--- config.mk ---
export PLATFORM = sky130hd
export DESIGN_NAME = demux_3d_array
export DESIGN_NICKNAME = d
export VERILOG_FILES = /design/src/rtl/array_ops_pkg.sv /design/src/rtl/array_hold_slot.sv /design/src/rtl/convert_1d_to_3d_array.sv /design/src/rtl/convert_3d_to_1d_array.sv /design/src/rtl/demux_3d_array.sv
export SDC_FILE = /design/constraint.sdc
export NUM_CORES = 1
export LEC_CHECK = 0
export ABC_AREA = 0
export CAP_MARGIN = 0
export CORE_AREA = 2 2 305 307
export DETAILED_ROUTE_END_ITERATION = 12
export DIE_AREA = 0 0 307 309
export PLACE_DENSITY = 0.43
export SLEW_MARGIN = 20
export SYNTH_ARGS = -nofsm -noshare
export SYNTH_HDL_FRONTEND = slang
export SYNTH_SLANG_ARGS = --single-unit
--- constraint.sdc ---
create_clock -name clk -period 20.9 [get_ports clk]
set_input_delay 4.18 -clock clk [delete_from_list [all_inputs] [get_ports clk]]
set_output_delay 4.18 -clock clk [all_outputs]
set_load 0.01 [all_outputs]
--- src/rtl/array_ops_pkg.sv ---
// Shared constants and types for the array routing blocks.
// Default array geometry, the flat vector width and the route-select encoding.
package array_ops_pkg;

    localparam int DEFAULT_BIT_WIDTH  = 4;
    localparam int DEFAULT_ROWS       = 8;
    localparam int DEFAULT_COLS       = 8;
    localparam int DEFAULT_FLAT_WIDTH = DEFAULT_ROWS * DEFAULT_COLS * DEFAULT_BIT_WIDTH;

    // Width of the optional per-port drain counters.
    localparam int COUNT_WIDTH = 32;

    // Index of each output slot; matches the value of the condition input.
    typedef enum logic {
        ROUTE_FALSE = 1'b0,
        ROUTE_TRUE  = 1'b1
    } route_e;

    // Flat vector width for an arbitrary array geometry.
    function automatic int flat_width(input int bit_width, input int rows, input int cols);
        return rows * cols * bit_width;
    endfunction

endpackage

--- src/rtl/array_hold_slot.sv ---
// One-entry holding register for a flat array with a valid flag.
// A load always wins over a drain, so drain+load in one cycle keeps valid high.
module array_hold_slot #(
    parameter int WIDTH = 256
) (
    input  logic             clk,
    input  logic             rst,
    input  logic             load,
    input  logic             drain,
    input  logic [WIDTH-1:0] data_in,
    output logic             valid,
    output logic [WIDTH-1:0] data_out
);

    logic             valid_q;
    logic             valid_d;
    logic [WIDTH-1:0] data_q;
    logic [WIDTH-1:0] data_d;

    // Next-state: load replaces contents; a drain without load empties the slot.
    always_comb begin
        valid_d = valid_q;
        data_d  = data_q;
        if (load) begin
            valid_d = 1'b1;
            data_d  = data_in;
        end else if (valid_q && drain) begin
            valid_d = 1'b0;
        end
    end

    // Slot registers; reset empties the slot and zeroes the held data.
    always_ff @(posedge clk or posedge rst) begin
        if (rst) begin
            valid_q <= 1'b0;
            data_q  <= '0;
        end else begin
            valid_q <= valid_d;
            data_q  <= data_d;
        end
    end

    assign valid    = valid_q;
    assign data_out = data_q;

endmodule

--- src/rtl/convert_1d_to_3d_array.sv ---
// Restores a [ROWS][COLS] array of BIT_WIDTH elements from a flat vector.
// Uses the same element placement as convert_3d_to_1d_array.
module convert_1d_to_3d_array #(
    parameter int BIT_WIDTH = 4,
    parameter int ROWS      = 8,
    parameter int COLS      = 8
) (
    input  logic [ROWS*COLS*BIT_WIDTH-1:0] in_flat,
    output logic [BIT_WIDTH-1:0]           out_array [ROWS-1:0][COLS-1:0]
);

    generate
        for (genvar gi = 0; gi < ROWS; gi++) begin : g_row
            for (genvar gj = 0; gj < COLS; gj++) begin : g_col
                assign out_array[gi][gj] = in_flat[(gi*COLS + gj)*BIT_WIDTH +: BIT_WIDTH];
            end
        end
    endgenerate

endmodule

--- src/rtl/convert_3d_to_1d_array.sv ---
// Packs a [ROWS][COLS] array of BIT_WIDTH elements into one flat vector.
// Element [r][c] lands at bit offset (r*COLS + c)*BIT_WIDTH.
module convert_3d_to_1d_array #(
    parameter int BIT_WIDTH = 4,
    parameter int ROWS      = 8,
    parameter int COLS      = 8
) (
    input  logic [BIT_WIDTH-1:0]           in_array [ROWS-1:0][COLS-1:0],
    output logic [ROWS*COLS*BIT_WIDTH-1:0] out_flat
);

    generate
        for (genvar gi = 0; gi < ROWS; gi++) begin : g_row
            for (genvar gj = 0; gj < COLS; gj++) begin : g_col
                assign out_flat[(gi*COLS + gj)*BIT_WIDTH +: BIT_WIDTH] = in_array[gi][gj];
            end
        end
    endgenerate

endmodule

--- src/rtl/demux_3d_array.sv ---
// Routes a 2-D array of elements to one of two registered outputs by condition.
// Each output owns a one-entry slot with valid/ready handshake.
// Optional feature: define DEMUX_3D_ARRAY_COUNT_EN to add 32-bit drain counters
// count_true / count_false.
module demux_3d_array
    import array_ops_pkg::*;
#(
    parameter int BIT_WIDTH = DEFAULT_BIT_WIDTH,
    parameter int ROWS      = DEFAULT_ROWS,
    parameter int COLS      = DEFAULT_COLS
) (
    input  logic                 clk,
    input  logic                 rst,
    input  logic                 in_valid,
    output logic                 in_ready,
    input  logic                 condition,
    input  logic [BIT_WIDTH-1:0] in [ROWS-1:0][COLS-1:0],
    output logic                 out_true_valid,
    output logic                 out_false_valid,
    input  logic                 out_true_ready,
    input  logic                 out_false_ready,
    output logic [BIT_WIDTH-1:0] out_true [ROWS-1:0][COLS-1:0],
    output logic [BIT_WIDTH-1:0] out_false [ROWS-1:0][COLS-1:0]
`ifdef DEMUX_3D_ARRAY_COUNT_EN
    ,
    output logic [COUNT_WIDTH-1:0] count_true,
    output logic [COUNT_WIDTH-1:0] count_false
`endif
);

    localparam int FLAT_W = flat_width(BIT_WIDTH, ROWS, COLS);

    route_e              route;
    logic                in_hs;
    logic [1:0]          slot_load;
    logic [1:0]          slot_ready;
    logic [1:0]          slot_valid;
    logic [FLAT_W-1:0]   in_flat;
    logic [FLAT_W-1:0]   slot_data [2];

    assign route = route_e'(condition);

    // Accept when the selected slot is empty or is being drained this cycle.
    // Held low during reset so no handshake is signalled in a reset cycle.
    assign in_ready = !rst && (!slot_valid[route] || slot_ready[route]);
    assign in_hs    = in_valid && in_ready;

    assign slot_ready[ROUTE_TRUE]  = out_true_ready;
    assign slot_ready[ROUTE_FALSE] = out_false_ready;

    convert_3d_to_1d_array #(
        .BIT_WIDTH (BIT_WIDTH),
        .ROWS      (ROWS),
        .COLS      (COLS)
    ) u_flatten (
        .in_array (in),
        .out_flat (in_flat)
    );

    // One holding slot per route; only the slot matching condition is loaded.
    generate
        for (genvar gi = 0; gi < 2; gi++) begin : g_slot
            assign slot_load[gi] = in_hs && (route == route_e'(gi));

            array_hold_slot #(
                .WIDTH (FLAT_W)
            ) u_slot (
                .clk      (clk),
                .rst      (rst),
                .load     (slot_load[gi]),
                .drain    (slot_ready[gi]),
                .data_in  (in_flat),
                .valid    (slot_valid[gi]),
                .data_out (slot_data[gi])
            );
        end
    endgenerate

    assign out_true_valid  = slot_valid[ROUTE_TRUE];
    assign out_false_valid = slot_valid[ROUTE_FALSE];

    convert_1d_to_3d_array #(
        .BIT_WIDTH (BIT_WIDTH),
        .ROWS      (ROWS),
        .COLS      (COLS)
    ) u_restore_true (
        .in_flat   (slot_data[ROUTE_TRUE]),
        .out_array (out_true)
    );

    convert_1d_to_3d_array #(
        .BIT_WIDTH (BIT_WIDTH),
        .ROWS      (ROWS),
        .COLS      (COLS)
    ) u_restore_false (
        .in_flat   (slot_data[ROUTE_FALSE]),
        .out_array (out_false)
    );

`ifdef DEMUX_3D_ARRAY_COUNT_EN
    logic [COUNT_WIDTH-1:0] count_true_q;
    logic [COUNT_WIDTH-1:0] count_true_d;
    logic [COUNT_WIDTH-1:0] count_false_q;
    logic [COUNT_WIDTH-1:0] count_false_d;

    // Count completed output handshakes; natural wrap at the counter width.
    always_comb begin
        count_true_d  = count_true_q  + COUNT_WIDTH'(out_true_valid  && out_true_ready);
        count_false_d = count_false_q + COUNT_WIDTH'(out_false_valid && out_false_ready);
    end

    // Counter registers, cleared by reset.
    always_ff @(posedge clk or posedge rst) begin
        if (rst) begin
            count_true_q  <= '0;
            count_false_q <= '0;
        end else begin
            count_true_q  <= count_true_d;
            count_false_q <= count_false_d;
        end
    end

    assign count_true  = count_true_q;
    assign count_false = count_false_q;
`endif

endmodule

==> run metrics, run 1 <==
slack of the worst reg-to-reg path between 15 and 20 ns; #FFs+latches synth 514; CP Capture Type primary output; Least-Margin Pin Slew approximately 1.1 ns; simple-gate portion of the synthesized area 0.00294; Port-buffer cells about 780; part of the cycle the worst path needs 0.473; Post-DP HPWL between 40000 and 50000 um; slowest cell on the critical path clkdlybuf4s50_1; area fraction of the dominant cell type after synthesis 0.673; Post-synth ARST share 1.00; Area after DPL around 28000 sq um; Static Leak 12.4 nW; Root Driver clkbuf_16; startpoint types input pin; pwr/cell area 109 nW/um^2; TritonRoute pass-1 iters 4; clk sinks just over 500; Post-synth EDFFs 0; Congestion Overflow GR 0; first-pass GRT wire length between 90000 and 100000 um; RR Endpoint g_slot[1].u_slot.data_out[134]; Antenna Nets Post-Route 0; reg2reg path depth 6; Synth Instances 1092; max_slew headroom 0.259; final instance area roughly 30000 sq um; Worst Path Required approximately 17 ns; Peak VDD IR 0.0000643 V; total CTS buffers just over 60; prevailing post-synth register cell dfrtp_1; clock-pin slew on the worst setup and hold paths approximately 0.06 ns; Syn Nets between 1000 and 1500; IO Count 777; # hold bufs at CTS 0; CTS Buffer Depth 3; Die Ht slightly above 300 um; mux cell area share after synthesis 0.302; main combinational cell family by area after synthesis multiplexers; worst r2r src g_slot[1].u_slot.valid; post-synth design cell area approximately 19000 sq um; Initial DRC Count slightly below 400; Post-route DRC 0; Endpoint, Worst Hold g_slot[0].u_slot.data_out[202]; final hold viol count 0; worst-path cell chain clkdlybuf4s50_1, inv_1, nor2_1, a211oi_1, clkdlybuf4s50_1; max-slew violation count 0; crit-path max cell delay slightly below 0.6 ns; synth unique cells 15; Warnings, synthesis 0; DRT Wirelength roughly 66000 um; Initial Util 0.209; die area roughly 95000 sq um; setup bufs post-CTS 0; die width ~300 um; Top delay family on crit path buffers and inverters; vias post-DR 12453; Worst Path Buf+Inv 3; HP Start g_slot[0].u_slot.data_out[202]; crit path DAT ~5.7 ns; row count 111; Hold Crit Class register to register; Top cell by count, worst path clkdlybuf4s50_1; main area contributors after synthesis dfrtp_1, mux2_2, mux2_1; initial antenna violation count 8; Fin Setup TNS 0 ns; total power approximately 3.3 mW; Crit Path Class input pin to primary output; Synth area leader dfrtp_1; H-tree depth 2; cell with the most instances after synthesis dfrtp_1; Gates resized, CTS repair 0; largest net degree at the start of global routing roughly 160; Final min period around 10 ns; core area between 90000 and 100000 sq um; Overall Global Routing Usage 0.134; syn_area_per_cell between 15 and 20 sq um; CTS tree yes; vias in the first global route between 10000 and 15000; critical path peak fanout 3; Synth Area in Compound Gates 0.000393; fmax approximately 100 MHz; max-cap violations 0; area grow syn2layout 58.0%; sequential area share after synthesis 0.673; post-synthesis adder-cell area fraction 0; Vias/cell between 3 and 4; GPL Wtd Cong about 0.77; Post-layout nets 2148; layout cells sized above 1 0.209; Final Skew between 0.02 and 0.025 ns; per-cell routed wire length between 20 and 25 um; Post-synth top cells dfrtp_1, mux2_2, mux2_1; outcome finished, final reports clean; Synth Area in XOR/XNOR 0; worst skew pair latency ~0.62 ns; WHS Path Cells 1; RSZ-0062 raised after global routing false; # setup viols final 0
## logic make-up after synthesis
family | after synthesis
flip-flops | 514
buffers and inverters | 58
multiplexers | 512
AO/OA/AOI/OAI | 1
AND/OR/NAND/NOR | 7
## state kept, by name (all words and copies together), names as in the netlist
signal,flops
g_slot.u_slot.data_out,512
g_slot.u_slot.valid,2
## metal layers
| layer | share of wire | track usage |
|---|---|---|
| met5 | 0.00063 | 0 |
| met1 | 0.34 | 0.136 |
| met2 | 0.55 | 0.250 |
| met4 | 0.033 | 0.0517 |
| met3 | 0.076 | 0.0459 |
## power breakdown
part           internal, mW  total, mW  switching [mW]
combinational         0.529      0.885           0.356
sequential             1.20       1.31           0.108
clock                 0.673       1.11           0.438
total                  2.41       3.31           0.902
## per-stage QoR
step                 util  instances  hold slack [ns]  setup WS [ns]
finish              0.331       3128            0.481          11.02
global route        0.331       3127            0.491          10.94
CTS                 0.331       3123            0.487          11.00
detailed placement  0.307       3009            0.474          11.02
global placement    0.307       3009            0.467          11.04
floorplan               -       1092            0.529           2.34
## layout by cell type, fill, tap and decap left out, drive strengths merged, types with 3 or more instances in the layout
cell	n
clkdlybuf4s50	776
buf	11
dfrtp	514
clkinv	21
clkbuf	82
clkinvlp	3
bufinv	7
inv	3
diode	5
mux2	512
## worst max path at each step
stage,startpoint,endpoint,slack (ns),cells after the start
after CTS,condition,in_ready,11.00,5
after global routing,condition,in_ready,10.94,5
after floorplan,rst,g_slot[0].u_slot.data_out[0],2.34,1
final,condition,in_ready,11.02,5
after global placement,condition,in_ready,11.04,5
after detailed placement,condition,in_ready,11.02,5
## area by class of cell
| type | instances | area, sq um |
|---|---|---|
| tap | 1186 | 1480 |
| inverter | 2 | 15.0 |
| sequential | 514 | 12900 |
| clock buffer | 82 | 1760 |
| multi-input combinational | 520 | 5830 |
| antenna | 5 | 12.5 |
| fill | 8986 | 61200 |
| timing repair buffer | 787 | 7900 |
| clock inverter | 32 | 358 |
## worst register-to-register path: stages (launching register included)
cell      delay (ns)
dfrtp_1         0.39
nand2b_1        0.11
nand4_1         0.12
buf_4           0.62
buf_12          0.51
buf_4           0.80
mux2_2          0.46
Power figures use the tool's default switching activity.
==> inputs of run 2 (changes only) <==
PLACE_DENSITY = 0.44   (was 0.43)
clock period = 9 ns   (was 20.9 ns; I/O delays follow)
==> run 2 against run 1 <==
  * Worst setup slack worse by 7.2 ns
  * First-iteration DRC count up 10%
  * Hold slack about the same
  * Design area fell by 0.17%
==> run metrics, run 2 (synthesis gave the netlist of run 1 again) <==
worst r2r src g_slot[0].u_slot.valid; final hold viol count 0 (unchanged); dpl cells 3009 (unchanged); Congestion Overflow GR 0 (unchanged); Comb pwr share 0.272 (+0.005); Worst Path Buf+Inv 2 (-1); Gates resized, CTS repair 0 (unchanged); clock network power share 0.326 (-0.010); Hold Crit Class register to register; slowest cell on the critical path clkdlybuf4s50_1; Final Skew 0.0199 ns (-0.00373 ns); Peak VDD IR 0.000160 V (+150%); IO Count 777 (unchanged); outcome finished, final reports clean; fin cells 3127 (-0.032%); Overall Global Routing Usage 0.133 (-0.000330); Crit Path Class input pin to primary output; area grow syn2layout 57.8%; CTS Buffer Depth 3 (unchanged); reg2reg path depth 4 (-2); crit path capture in_ready; Antenna Nets Post-Route 0 (unchanged); most frequent cells in the layout clkdlybuf4s50_1, dfrtp_1, mux2_2; max-slew violation count 0 (unchanged); number of flip-flops in the largest register 512 (unchanged); startpoint types input pin; part of the power in registers 0.402 (+0.005); fmax slightly below 200 MHz; part of the cycle the worst path needs 0.572; vias in the first global route 13672 (-1.1%); # setup viols final 0 (unchanged); GPL Wtd Cong 0.779 (+0.58%); Root Driver clkbuf_16; Top cell by count, worst path clkdlybuf4s50_1; RR Endpoint g_slot[0].u_slot.data_out[118]; slack of the worst reg-to-reg path 6.65 ns (-11.10 ns); Worst Path Required 7.20 ns (-9.52 ns); switching share of power 0.270 (-0.00224); row count 111 (unchanged); die area 94900 sq um (unchanged); worst skew pair latency 0.63 ns (about the same); Post-DP HPWL 48400 um (-0.66%); Static Leak 12.4 nW (-0.30%); Die Ht 309 um (unchanged); crit path from out_false_ready; crit path DAT 3.35 ns (-2.35 ns); vias post-DR 12373 (-0.64%); DRT Wirelength 65700 um (-0.82%); CP Capture Type primary output; max-cap violations 0 (unchanged); total power 7.56 mW (+130%); Internal Power 5.52 mW (+130%); H-tree depth 2 (unchanged); Top delay family on crit path buffers and inverters; setup bufs post-CTS 0 (unchanged); total CTS buffers 61 (unchanged); worst-path cell chain clkdlybuf4s50_1, nor2b_1, a211oi_1, clkdlybuf4s50_1; commonest non-fill, non-tap cell in the layout clkdlybuf4s50_1; TritonRoute pass-1 iters 4 (unchanged); Post-layout nets 2149 (+0.047%); pwr/cell area 251 nW/um^2 (+130%); # hold bufs at CTS 0 (unchanged); core area 91400 sq um (unchanged); CTS tree yes; layout cells sized above 1 0.203 (-0.00588); Post-route DRC 0 (unchanged); largest net degree at the start of global routing 161 (+1.3%); critical path peak fanout 3 (unchanged); Initial Util 0.209 (unchanged); critical path depth 4 (-1); Least-Margin Pin Slew 1.07 ns (-0.0394 ns); clock-pin slew on the worst setup and hold paths 0.05 ns (about the same); max_slew headroom 0.285 (+0.0262); Final min period between 5 and 6 ns; Port-buffer cells 776 (unchanged); Initial DRC Count 438 (+10%); initial antenna violation count 8 (unchanged); first-pass GRT wire length 94600 um (-0.27%); die width 307 um (unchanged); Vias/cell 3.96 (-0.61%); per-cell routed wire length 21.0 um (-0.79%); final core utilization 0.330 (-0.000575); total net switching power 2.05 mW (+130%); clk sinks 514 (unchanged); RSZ-0062 raised after global routing false; crit-path max cell delay 0.53 ns (-0.06 ns)
run 2: power groups by stage:
stage                     combinational [mW]  sequential, mW  clock, mW
after floorplan                        0.467            3.29          0
final                                   2.06            3.04       2.47
after CTS                               2.10            3.05       2.57
after detailed placement                2.09            3.08          0
after global routing                    2.17            3.11       2.67
after global placement                  2.09            3.07          0
run 2: worst min path at each step:
| stage | from | endpoint | depth (start not counted) |
|---|---|---|---|
| 2_1_floorplan | g_slot[0].u_slot.data_out[0] | g_slot[0].u_slot.data_out[0] | 1 |
| 3_3_place_gp | g_slot[0].u_slot.data_out[91] | g_slot[0].u_slot.data_out[91] | 1 |
| 3_5_place_dp | g_slot[0].u_slot.data_out[69] | g_slot[0].u_slot.data_out[69] | 1 |
| 4_1_cts | g_slot[0].u_slot.data_out[70] | g_slot[0].u_slot.data_out[70] | 1 |
| 5_1_grt | g_slot[0].u_slot.data_out[158] | g_slot[0].u_slot.data_out[158] | 1 |
| 6_report | g_slot[0].u_slot.data_out[47] | g_slot[0].u_slot.data_out[47] | 1 |
run 2: layout make-up:
class                      count  area (sq um)
clock inverter                11           109
fill                        9055         61200
inverter                       2          11.3
tap                         1186          1480
antenna                        7          17.5
clock buffer                  99          1910
multi-input combinational    520          5830
sequential                   514         12900
timing repair buffer         788          7940
run 2: through the flow:
stage / setup slack, ns / hold WS (ns) / TNS (ns) / instance area, sq um
floorplan: -2.08 / 0.529 / -518.12 / 19100
global placement: 3.76 / 0.467 / 0 / 28100
detailed placement: 3.64 / 0.474 / 0 / 28100
CTS: 3.81 / 0.487 / 0 / 30100
global route: 3.74 / 0.493 / 0 / 30200
finish: 3.85 / 0.481 / 0 / 30200
run 2: metal layers:
metal	track usage	routed length, um	up-vias	part of all wire
li1	-	-	5496	-
met3	0.0436	4990	83	0.076
met2	0.253	36600	398	0.56
met5	0	0	-	0
met1	0.135	22500	6396	0.34
met4	0.0481	1580	0	0.024
run 2: worst register-to-register path, stage by stage, from the launching register on:
cell and delay, ns:
dfrtp_1 0.37, nor2b_1 0.21, nor4b_4 0.39, buf_12 0.54
mux2_1 0.72
==> variant 1, RTL diff (config.mk and constraints of run 1) <==
Change the package constant `DEFAULT_COLS` from 8 to 9.
--- a/src/rtl/array_ops_pkg.sv
+++ b/src/rtl/array_ops_pkg.sv
@@ -4,7 +4,7 @@
 
     localparam int DEFAULT_BIT_WIDTH  = 4;
     localparam int DEFAULT_ROWS       = 8;
-    localparam int DEFAULT_COLS       = 8;
+    localparam int DEFAULT_COLS       = 9;
     localparam int DEFAULT_FLAT_WIDTH = DEFAULT_ROWS * DEFAULT_COLS * DEFAULT_BIT_WIDTH;
 
     // Width of the optional per-port drain counters.
Ports: changed (resized in, out_false and out_true); port bits go from 777 to 873. No check against the original RTL was run, so the function may have changed too.
==> variant 1 against run 1 <==
  * Critical path depth did not move
  * Worst setup slack improved by 0.071 ns
  * Sequential power rose by 13%
  * Power rose by 11%
  * First-iteration DRC count rose by 7.3%
  * Sequential cell count rose by 64
  * Clock power rose by 8%
  * Cell area rose by 11%
  * Combinational power rose by 14%
  * Wire length rose by 17%
  * Area after synthesis rose by 14%
==> variant 1: results (changes against run 1) <==
- Outcome: completed
- R2r startpoint: g_slot[0].u_slot.valid
- Multiplexer area fraction after synthesis: 29.7% (-0.47 points)
- Vias per cell: 4.16 (+4.5%)
- Synth top area cells: dfrtp_1 (66%), mux2_2 (19%), mux2_1 (11%)
- Sequential logic power: 0.00148 W (+13%)
- Largest net degree at the start of global routing: 115 (-28%)
- Gr usage total: 15.9% (+2.5 points)
- Max reg flops: 576 (+13%)
- Number of global-route vias before repair: 15,400 (+12%)
- First-pass GRT wire length: 111 mm (+17%)
- Worst Setup SP: out_true_ready
- Worst VDD drop: 0.0603 mV (-6.1%)
- Met1 wire length: 26.4 mm (+16%)
- Skew final: 0.0264 ns (+0.00274 ns)
- Worst r2r dst: g_slot[0].u_slot.data_out[173]
- Final #Nets: 2,422 (+13%)
- CTS Buf Count: 73 (+20%)
- Hold Path End: g_slot[0].u_slot.data_out[32]
- Input/output buffers: 872 (+12%)
- DRT iter0 DRCs: 426 (+7.3%)
- Top cells by count, synth: dfrtp_1 (578), mux2_2 (367), mux2_1 (209)
- Pint: 0.00267 W (+11%)
- GR Layer Usage met1: 15.8% (+2.2 points)
- Reg2Reg Setup Slack: 17.09 ns (-0.66 ns)
- Met2 Track Usage GR: 29.5% (+4.5 points)
- Share of layout cells above drive strength 1: 22.3% (+1.5 points)
- Wire length on met3: 7.32 mm (+45%)
- Yosys cell types: 16 (+1)
- Comb power: 0.00101 W (+14%)
- Depth of the CTS H-tree: 3 (+1)
- Placer Congestion: 0.787 (+1.7%)
- DP Area: 0.0314 mm² (+12%)
- Static Leak: 13.9 nW (+12%)
==> variant 1: cell types whose count changed after synthesis <==
cell | run 1 | this run
mux2_2 | 283 | 367
dfrtp_1 | 514 | 578
buf_12 | 0 | 22
buf_2 | 30 | 8
mux2_1 | 229 | 209
buf_6 | 20 | 25
buf_4 | 6 | 9
nor2b_1 | 1 | 0
nor2b_4 | 0 | 1
nor4b_2 | 0 | 1
nor4b_4 | 1 | 0
==> variant 1: layout make-up <==
class                   count  area, µm²
clock inverters            15        140
fillers                  8774      57700
multi-input cells         584       6560
flip-flops and latches    578      14500
inverters                   2       15.0
repair buffers            889       8870
well taps                1186       1480
clock buffers             113       2110
diodes                      3       7.51
==> variant 1: logic make-up (layout without fill, tap and decap cells) <==
group / count (synthesis) / count (layout)
AO/OA/AOI/OAI: 1 / 1
other: 0 / 3
flip-flops: 578 / 578
multiplexers: 576 / 576
buffers and inverters: 66 / 1019
AND/OR/NAND/NOR: 7 / 7
==> variant 1: stage by stage <==
stage | util [%] | std cells | worst slack [ns] | hold slack [ns] | total power (W)
2_1_floorplan | - | 1228 | 0.530 | 0.529 | 0.00183
3_3_place_gp | 34.3 | 3239 | 11.03 | 0.467 | 0.00251
3_5_place_dp | 34.3 | 3239 | 11.09 | 0.474 | 0.00252
4_1_cts | 36.8 | 3367 | 11.09 | 0.486 | 0.00376
5_1_grt | 36.8 | 3369 | 11.01 | 0.493 | 0.00387
6_report | 36.8 | 3370 | 11.09 | 0.481 | 0.00368
==> variant 1: worst reg2reg max path, cell delays in order (launching register included) <==
cell	delay (ns)
dfrtp_1	0.39
nor2b_4	0.15
nor4b_4	0.19
buf_4	0.67
buf_4	0.88
buf_4	0.96
mux2_1	0.44
==> variant 2, RTL diff (flow settings as in run 1) <==
Made on the original files. Take the reset off `data_q` and load it in a clocked block of its own.
--- a/src/rtl/array_hold_slot.sv
+++ b/src/rtl/array_hold_slot.sv
@@ -33,11 +33,13 @@
     always_ff @(posedge clk or posedge rst) begin
         if (rst) begin
             valid_q <= 1'b0;
-            data_q  <= '0;
         end else begin
             valid_q <= valid_d;
-            data_q  <= data_d;
         end
+    end
+
+    always_ff @(posedge clk) begin
+        data_q <= data_d;
     end
 
     assign valid    = valid_q;
Function: changed (Yosys sat finds a counterexample within 4 cycles, from zero or initial values and one cycle with rst high; the reset may be asserted at any time).
==> variant 2 against run 1 <==
  * Hold slack improved by 0.16 ns
  * Worst setup slack improved by 0.076 ns
  * Cell area decreased by 12%
  * Wire length decreased by 24%
  * Sequential cell count unchanged
  * Register-to-register slack got worse by 0.02 ns
  * Die area unchanged
  * Non-clock buffer count decreased by 5
  * Area after synthesis decreased by 19%
  * Via count decreased by 30%
Power is not compared: it rests on default switching activity, and its combinational part moved more than twofold at a synthesized area within 25%.
==> variant 2: results (changes against run 1) <==
- Placer Congestion: 0.785 (+1.3%)
- Reg2reg path depth: 3 (-3)
- Max reg flops: 512 (unchanged)
- Synthesized instance count: 526 (-52%)
- HP Class: reg -> reg
- Reg2Reg Setup Slack: 17.73 ns (-0.02 ns)
- Critical-path maximum fanout: 4 (+1)
- Max cap viols: 0 (unchanged)
- Post-CTS Setup Bufs: 0 (unchanged)
- Share of layout cells above drive strength 1: 6.21% (-15 points)
- Hold_ws: 0.642 ns (+0.161 ns)
- Top cells by count, synth: edfxtp_1 (512), inv_1 (3), dfrtp_1 (2)
- DRC: 0 (unchanged)
- Relative slew slack: 25.2% (-0.62 points)
- Number of global-route vias before repair: 9,314 (-33%)
- Adder-cell area share of the yosys netlist: 0% (unchanged)
- Syn_nets: 788 (-42%)
- Number of synthesized flops with an enable pin: 512 (+512)
- Most used DFF post-synth: edfxtp_1
- CTS Buf Count: 58 (-4.9%)
- Cells after DPL: 2,494 (-17%)
- Vias after detailed routing: 8,696 (-30%)
- DP Area: 0.0248 mm² (-12%)
- XOR/XNOR Fraction of Synth Area: 0% (unchanged)
- Seq/Total Area, Yosys: 99.5% (+32 points)
- Post-synthesis compound-gate area fraction: 0.137% (+0.098 points)
- Multiplexer area fraction after synthesis: 0% (-30 points)
- CP max-delay cell: clkdlybuf4s50_1
- Finished Layout Cells: 2,604 (-17%)
- Synth async-reset ratio: 0.389% (-100 points)
- Input/output buffers: 776 (unchanged)
- DR pass1 iterations: 4 (unchanged)
- Outcome: completed
- Synth warn: 0 (unchanged)
- DRT iter0 DRCs: 421 (+6.0%)
- Gr usage total: 9.97% (-3.4 points)
- HPWL after DPL: 37.8 mm (-22%)
- Worst-path clk slew: 0.06 ns (about the same)
- WHS Path Cells: 2 (+1)
- Synth top area cells: edfxtp_1 (99%), dfrtp_1 (0.32%), inv_1 (0.073%)
- Yosys cell types: 12 (-3)
- Arr. time, crit path: 5.63 ns (-0.07 ns)
- Post_cts resized: 0 (unchanged)
- Initial antenna violation count: 7 (-1)
- First-pass GRT wire length: 67.7 mm (-29%)
- Routed WL per cell: 19.3 µm (-8.8%)
- Worst VDD drop: 0.0536 mV
- Largest net degree at the start of global routing: 135 (-15%)
- Filler cells: 8,997 (+0.12%)
- Final #Nets: 1,630 (-24%)
- Skew final: 0.0102 ns (-0.0135 ns)
==> variant 2: changes by cell type after synthesis, sizes merged, moves of 56 or more <==
cell	run 1	this run
dfrtp	514	2
mux2	512	0
buf	56	0
edfxtp	0	512
==> variant 2: power by group through the flow <==
| stage | clock (W) | sequential, W | combinational, W |
|---|---|---|---|
| floorplan | 0 | 0.00123 | 0.0000115 |
| CTS | 0.00104 | 0.00118 | 0.000153 |
| global route | 0.00108 | 0.00118 | 0.000159 |
| global placement | 0 | 0.00120 | 0.000152 |
| detailed placement | 0 | 0.00120 | 0.000152 |
| finish | 0.00100 | 0.00118 | 0.000150 |
==> variant 2: cell type report <==
class / instances / area (µm²) / area share, %
Antenna cell: 1 / 2.50 / 0.00936
Clock buffer: 74 / 1580 / 5.89
Clock inverter: 35 / 320 / 1.20
Inverter: 3 / 11.3 / 0.0421
Multi-Input combinational cell: 9 / 76.3 / 0.286
Sequential cell: 514 / 15400 / 57.7
Tap cell: 1186 / 1480 / 5.55
Timing Repair Buffer: 782 / 7840 / 29.3
==> variant 2: logic make-up (layout without fill, tap and decap cells) <==
family / Yosys count / after routing
DFF: 514 / 514
and+or+nand+nor: 6 / 6
AOI/OAI and AO/OA: 3 / 3
buffers and inverters: 3 / 894
other: 0 / 1
==> variant 2: worst paths after layout <==
kind / from / to
max in group asynchronous: rst / g_slot[1].u_slot.valid
hold / removal: g_slot[0].u_slot.valid / g_slot[0].u_slot.valid
hold reg to reg: g_slot[0].u_slot.valid / g_slot[0].u_slot.valid
min in group asynchronous: rst / g_slot[0].u_slot.valid
setup reg to reg: g_slot[0].u_slot.valid / g_slot[0].u_slot.data_out[207]
setup / recovery: condition / in_ready
==> variant 2: through the flow <==
step	worst slack [ns]	power, W
2_1_floorplan	5.07	0.00124
3_3_place_gp	11.05	0.00135
3_5_place_dp	11.13	0.00135
4_1_cts	11.11	0.00238
6_report	11.09	0.00233
5_1_grt	11.03	0.00242
==> variant 2: worst max-delay path, delay by kind of cell <==
kind,cells,cell delay [ns]
AO/OA/AOI/OAI,1,0.25
buffers and inverters,2,1.13
AND/OR/NAND/NOR,1,0.07
==> variant 2: metal layers <==
metal,global-route usage [%],vias to the layer above,wire (µm)
met1,9.78,4300,16600
met2,18.4,448,27300
met5,0,-,22
met3,4.74,69,5200
li1,-,3875,-
met4,3.13,4,1170
